## src/rtl/load_store_pkg.sv

```systemverilog
// load_store_pkg: shared types and saturating step helpers for the load/store volume oscillator
package load_store_pkg;
  typedef enum logic {DOWN = 1'b0, UP = 1'b1} dir_e;
  typedef enum logic {TRIANGLE = 1'b0, SAWTOOTH = 1'b1} mode_e;
  // Bounds keep every intermediate inside [lo, hi], so no wrap or underflow can occur
  function automatic int unsigned sat_step(input int unsigned v, input int unsigned step,
                                           input int unsigned lo, input int unsigned hi,
                                           input dir_e d);
    if (d == UP) return (v > hi - step) ? hi : v + step;
    return (v < lo + step) ? lo : v - step;
  endfunction
  function automatic logic in_bounds(input int unsigned v, input int unsigned lo, input int unsigned hi);
    return (v >= lo) && (v <= hi);
  endfunction
endpackage

```

## src/rtl/load_store_chan.sv

```systemverilog
// load_store_chan: one oscillator channel holding vol, dir and the registered peak/trough flags
module load_store_chan
  import load_store_pkg::*;
#(
  parameter int unsigned CBITS = 15,
  parameter int unsigned LO    = 0,
  parameter int unsigned HI    = 17500,
  parameter int unsigned STEP  = 1
) (
  input  logic             clk,
  input  logic             rst,
  input  logic             en,
  input  logic             restart,
  input  mode_e            mode,
  output logic [CBITS-1:0] vol,
  output logic             sig,
  output logic             bottom,
  output logic             dir
);
  localparam logic [CBITS-1:0] L_LO  = CBITS'(LO);
  localparam logic [CBITS-1:0] L_HI  = CBITS'(HI);
  localparam logic [CBITS+1:0] L_GAP = (CBITS+2)'(2 * (HI - LO) + 2);
  logic [CBITS-1:0] r_vol, w_vol, w_up, w_dn;
  logic [CBITS+1:0] r_gap;
  dir_e             r_dir, w_dir;
  logic             r_sig, r_bot;
  assign w_up = CBITS'(sat_step(32'(r_vol), STEP, LO, HI, UP));
  assign w_dn = CBITS'(sat_step(32'(r_vol), STEP, LO, HI, DOWN));
  always_comb begin
    w_vol = r_vol;
    w_dir = r_dir;
    if (restart) begin
      w_vol = L_LO;
      w_dir = UP;
    end else if (en && mode == SAWTOOTH) begin
      w_dir = UP;
      w_vol = (r_vol >= L_HI) ? L_LO : w_up;
    end else if (en && r_dir == UP) begin
      w_dir = (r_vol >= L_HI) ? DOWN : UP;
      w_vol = (r_vol >= L_HI) ? r_vol : w_up;
    end else if (en) begin
      w_dir = (r_vol <= L_LO) ? UP : DOWN;
      w_vol = (r_vol <= L_LO) ? r_vol : w_dn;
    end
  end
  // Flags come from the next vol so they land in the same cycle as the value they describe
  always_ff @(posedge clk or negedge rst) begin
    if (!rst) begin
      r_vol <= L_LO;
      r_dir <= UP;
      r_sig <= (LO == HI);
      r_bot <= 1'b1;
      r_gap <= '0;
    end else begin
      r_vol <= w_vol;
      r_dir <= w_dir;
      r_sig <= (w_vol == L_HI);
      r_bot <= (w_vol == L_LO);
      r_gap <= (restart || r_sig) ? '0 : r_gap + (CBITS+2)'(en);
    end
  end
  assign vol    = r_vol;
  assign sig    = r_sig;
  assign bottom = r_bot;
  assign dir    = r_dir;
  a_range: assert property (@(posedge clk) disable iff (!rst) in_bounds(32'(r_vol), LO, HI));
  a_peak:  assert property (@(posedge clk) disable iff (!rst) r_sig |-> (r_vol == L_HI));
  // Bounded form of liveness: no full ramp can take more enabled cycles than one triangle period
  a_live:  assert property (@(posedge clk) disable iff (!rst) r_gap <= L_GAP);
endmodule

```

## src/rtl/load_store_multi.sv

```systemverilog
// load_store_multi: CHANNELS independent volume oscillators with packed vol and OR-reduced peak flag
module load_store_multi
  import load_store_pkg::*;
#(
  parameter int unsigned CHANNELS = 4,
  parameter int unsigned CBITS    = 15,
  parameter int unsigned LO       = 0,
  parameter int unsigned HI       = 17500,
  parameter int unsigned STEP     = 1
) (
  input  logic                      clk,
  input  logic                      rst,
  input  logic [CHANNELS-1:0]       en,
  input  logic [CHANNELS-1:0]       restart,
  input  logic                      mode,
  output logic [CHANNELS*CBITS-1:0] vol,
  output logic [CHANNELS-1:0]       sig,
  output logic [CHANNELS-1:0]       bottom,
  output logic [CHANNELS-1:0]       dir,
  output logic                      any_sig
);
  if (!(LO < HI)) begin : g_chk_lohi
    $error("load_store_multi: LO must be below HI");
  end
  if ((HI >> CBITS) != 0) begin : g_chk_width
    $error("load_store_multi: HI does not fit in CBITS");
  end
  if (STEP < 1 || STEP > HI - LO) begin : g_chk_step
    $error("load_store_multi: STEP out of range");
  end
  if (CHANNELS < 1) begin : g_chk_chan
    $error("load_store_multi: CHANNELS must be at least 1");
  end
  for (genvar g = 0; g < CHANNELS; g++) begin : g_chan
    load_store_chan #(.CBITS(CBITS), .LO(LO), .HI(HI), .STEP(STEP)) u_chan (
      .clk     (clk),
      .rst     (rst),
      .en      (en[g]),
      .restart (restart[g]),
      .mode    (mode_e'(mode)),
      .vol     (vol[g*CBITS +: CBITS]),
      .sig     (sig[g]),
      .bottom  (bottom[g]),
      .dir     (dir[g])
    );
  end
  assign any_sig = |sig;
endmodule

```

## config.mk

```make
export PLATFORM = sky130hd
export DESIGN_NAME = load_store_multi
export DESIGN_NICKNAME = d
export VERILOG_FILES = /design/src/rtl/load_store_pkg.sv /design/src/rtl/load_store_chan.sv /design/src/rtl/load_store_multi.sv
export SDC_FILE = /design/constraint.sdc
export NUM_CORES = 1
export LEC_CHECK = 0
export ABC_AREA = 1
export BUFFER_PORTS_ARGS = -buffer_cell sky130_fd_sc_hd__buf_2
export CAP_MARGIN = 20
export CORE_ASPECT_RATIO = 1.75
export CORE_MARGIN = 2
export CORE_UTILIZATION = 57
export CTS_BUF_LIST = sky130_fd_sc_hd__clkbuf_8
export CTS_CLUSTER_DIAMETER = 80
export DETAILED_ROUTE_END_ITERATION = 7
export PLACE_DENSITY_LB_ADDON = 0.05
export REMOVE_ABC_BUFFERS = 1
export SLEW_MARGIN = 30
export SYNTH_ARGS = -nofsm -noshare
export SYNTH_HDL_FRONTEND = slang
export SYNTH_SLANG_ARGS = --single-unit
```

## constraint.sdc

```tcl
create_clock -name clk -period 3 [get_ports clk]
set_clock_uncertainty 0.2 [all_clocks]
set_input_delay 0.6 -clock clk [delete_from_list [all_inputs] [get_ports clk]]
set_output_delay 0.6 -clock clk [all_outputs]
set_load 0.02 [all_outputs]
```

==> results.json <==
{
  "die_h_um": 169.2,
  "cap_viol_max_count": 0,
  "hold_violations": 0,
  "syn2layout_area_growth_pct": 7.334,
  "place_congestion": 0.9936,
  "core_area_um2": 15310,
  "max_slew.worst_pin.slew_ns": 0.6208,
  "status": "finished clean",
  "slew_headroom_pct": 58.61,
  "setup_tns_ns": 0,
  "total_power_mw": 4.497,
  "path_cells": "inv_1 > ha_1 > nand2_1 > nor2_2 > nand2_2 > nand2_2 > nor2_1 > nor2_2 > nand2_1 > nand2_1 > nor2_1 > nor2_2 > nand2_1 > nor2_1 > nand3_1 > nor2_1",
  "ant_nets": 0,
  "cp-end-kind": "register",
  "port_buffers": 83,
  "power_density_nw_per_um2": 471.3,
  "power.leakage_nw": 5.357,
  "cts_tree": "done",
  "slowest_delay_ns": 0.46,
  "worstReg2RegStart": "g_chan[1].u_chan.vol[1]$_DFF_PN0_",
  "die_w_um": 98.40,
  "drive_above_1_share_pct": 13.53,
  "htreeDepth": 3,
  "post-dp-hpwl_um": 21710,
  "synth_cell_types": 33,
  "postSynthCellCount": 1609,
  "start_util_pct": 58.04,
  "ys.flop_type": "dfrtp_1",
  "async_flop_share_pct": 100.0,
  "syn_avg_cell_area_um2": 5.524,
  "fin_ws_ns": 0.2570,
  "die_area_um2": 16650,
  "grt-ovfl-total": 0,
  "grt_pass1_wl_um": 47510,
  "finalSetupViolations": 0,
  "path_depth": 16,
  "clock_latency_ns": 0.36,
  "synth_top_area_share_pct": 24.66,
  "grt_setup_unrepaired": "false",
  "cp-start-kind": "register",
  "routedWlPerCell_um": 15.60,
  "synth.area.top_cells": "nand2_1 (25%), dfrtp_1 (18%), nand3_1 (11%)",
  "fin_nets": 1669,
  "cts_made_buffers": 9,
  "ys_seq_elements": 72,
  "grt_use_total_pct": 34.71,
  "dpl_cell_area_um2": 9268,
  "post-place-ws_ns": 0.2548,
  "cts.clk_slew.worst_paths_ns": 0.08,
  "ctsRootBufferMaster": "clkbuf_8",
  "fin_util_pct": 62.30,
  "endpoint": "g_chan[1].u_chan.sig$_DFF_PN0_",
  "irDropWorstVdd_uv": 384.4,
  "min_path_type": "input pin to asynchronous set/reset pin",
  "critPathKind": "register to register",
  "antennaDiodeCount": 0,
  "via_per_inst": 5.715,
  "io_pins": 84,
  "fp-row-count": 60,
  "worstReg2RegEnd": "g_chan[1].u_chan.sig$_DFF_PN0_",
  "vias": 10520,
  "ys_warn_count": 0,
  "path_buf_inv": 1,
  "crit_required_ns": 3.08,
  "grt_max_degree": 42,
  "drc": 0,
  "synth-edff-count": 0,
  "netlist_area_um2": 8889,
  "cp.arrival_ns": 2.82,
  "fmax_mhz": 364.6,
  "clock_sinks": 72,
  "final.period_utilization_pct": 91.43,
  "synth_seq_area_share_pct": 20.38,
  "final_area_um2": 9540,
  "path_delay_family": "simple AND/OR/NAND/NOR gates",
  "grt_pass1_vias": 9884,
  "fin_crit_ns": 2.743,
  "drt-total-wl_um": 28720,
  "rrSetupSlack_ns": 0.26,
  "cp-startpoint": "g_chan[1].u_chan.vol[1]$_DFF_PN0_",
  "cpMaxStageDelayCell": "dfrtp_1",
  "drt_iter0_drc": 677,
  "yosys.area.top_type": "nand2_1",
  "drtPass1Iterations": 5,
  "clock_tree.buffer_depth": 2,
  "reg2reg_depth": 16,
  "cp_max_fo": 14,
  "slew_viol_final": 0,
  "cts_hold_buf": 0,
  "grt_antenna_before_repair": 0
}
==> final cells by class <==
cell class                 instances  area (um2)
tap                              186       232.7
clock buffer                      10       137.6
timing repair buffer             113       655.6
fill                            1619        5774
sequential                        72        1812
multi-input combinational       1268        5872
clock inverter                     6       132.6
inverter                         186       698.2
==> placed cells by master (no fill, tap or decap), types with 2 or more instances in the layout <==
cell type	n
nand3_2	3
dfstp_2	8
a21oi_1	68
ha_1	8
o211ai_1	12
nor2_1	169
o21ai_0	57
buf_4	30
nor2_4	10
nand4_1	43
nor3_1	19
nand2_1	583
nand2_2	19
bufinv_16	4
nor2_2	33
xor2_1	30
and3_1	2
nand2_4	5
clkinv_1	5
dfrtp_1	64
clkbuf_8	10
o21ai_1	8
xnor2_1	2
inv_2	15
nand3b_1	3
buf_2	82
nand3_1	188
a21oi_2	3
inv_1	167
==> kinds of logic (layout without fill, tap and decap cells) <==
kind of cell / Yosys count / after routing / share of synthesized area, %
fa+ha+maj: 8 / 8 / 1.126
simple gates: 1078 / 1078 / 52.79
compound gates: 150 / 150 / 8.967
flops: 72 / 72 / 20.38
xor+xnor: 32 / 32 / 3.153
buf+inv: 269 / 315 / 13.58
==> synthesized netlist by cell type, drive strengths merged (8+ instances only) <==
| master | instances |
|---|---|
| o21ai | 65 |
| a21oi | 71 |
| dfstp | 8 |
| o211ai | 12 |
| dfrtp | 64 |
| ha | 8 |
| nand3 | 191 |
| nand2 | 607 |
| nor3 | 19 |
| buf | 62 |
| nor2 | 212 |
| nand4 | 43 |
| xor2 | 30 |
| inv | 181 |
| clkbuf | 21 |
==> worst min path at each step <==
stage	to	slack (ns)	start	cells after the start
4_1_cts	g_chan[2].u_chan.vol[2]$_DFF_PN0_	0.05	rst	1
5_1_grt	g_chan[2].u_chan.vol[2]$_DFF_PN0_	0.07	rst	1
3_5_place_dp	g_chan[2].u_chan.dir$_DFFE_PN1P_	0.36	g_chan[2].u_chan.dir$_DFFE_PN1P_	2
6_report	g_chan[2].u_chan.vol[2]$_DFF_PN0_	0.05	rst	1
3_3_place_gp	g_chan[2].u_chan.dir$_DFFE_PN1P_	0.36	g_chan[2].u_chan.dir$_DFFE_PN1P_	2
2_1_floorplan	g_chan[0].u_chan.sig$_DFF_PN0_	0.10	rst	0
==> worst register-to-register path: stages, from the launching register on <==
cell     delay, ns
dfrtp_1       0.46
inv_1         0.15
ha_1          0.21
nand2_1       0.14
nor2_2        0.12
nand2_2       0.21
nand2_2       0.21
nor2_1        0.07
nor2_2        0.20
nand2_1       0.11
nand2_1       0.10
nor2_1        0.05
nor2_2        0.10
nand2_1       0.06
nor2_1        0.13
nand3_1       0.08
nor2_1        0.10
==> per-layer routing <==
| metal | up-vias | part of all wire, % | global-route usage, % |
|---|---|---|---|
| met4 | 0 | 6.3 | 22.04 |
| met5 | - | 0 | 0 |
| met2 | 508 | 49 | 60.43 |
| li1 | 5171 | - | - |
| met1 | 4707 | 38 | 40.13 |
| met3 | 135 | 6.5 | 3.707 |
==> sequential cells by signal, summed over array words and instances (netlist names) <==
name / cells
g_chan.u_chan.vol: 60
g_chan.u_chan.bottom: 4
g_chan.u_chan.dir: 4
g_chan.u_chan.sig: 4
==> where the power goes <==
group / internal [mW] / total (mW) / switching, mW
combinational: 0.686 / 2.12 / 1.44
clock: 0.658 / 1.05 / 0.388
sequential: 1.07 / 1.33 / 0.251
==> timing repair <==
item | in CTS | in global routing
gates resized for setup | 0 | 2
endpoints found under the hold margin | 0 | 0
setup endpoints to repair | 0 | 2
setup buffers | 0 | 0
==> stage by stage <==
step                      instances  hold slack (ns)
after floorplan                1526           0.1044
after global placement         1825           0.3572
after detailed placement       1825           0.3568
after CTS                      1841          0.05352
after global routing           1841          0.07166
final                          1841          0.04627
Note: power is estimated with default switching activity, not from simulation.
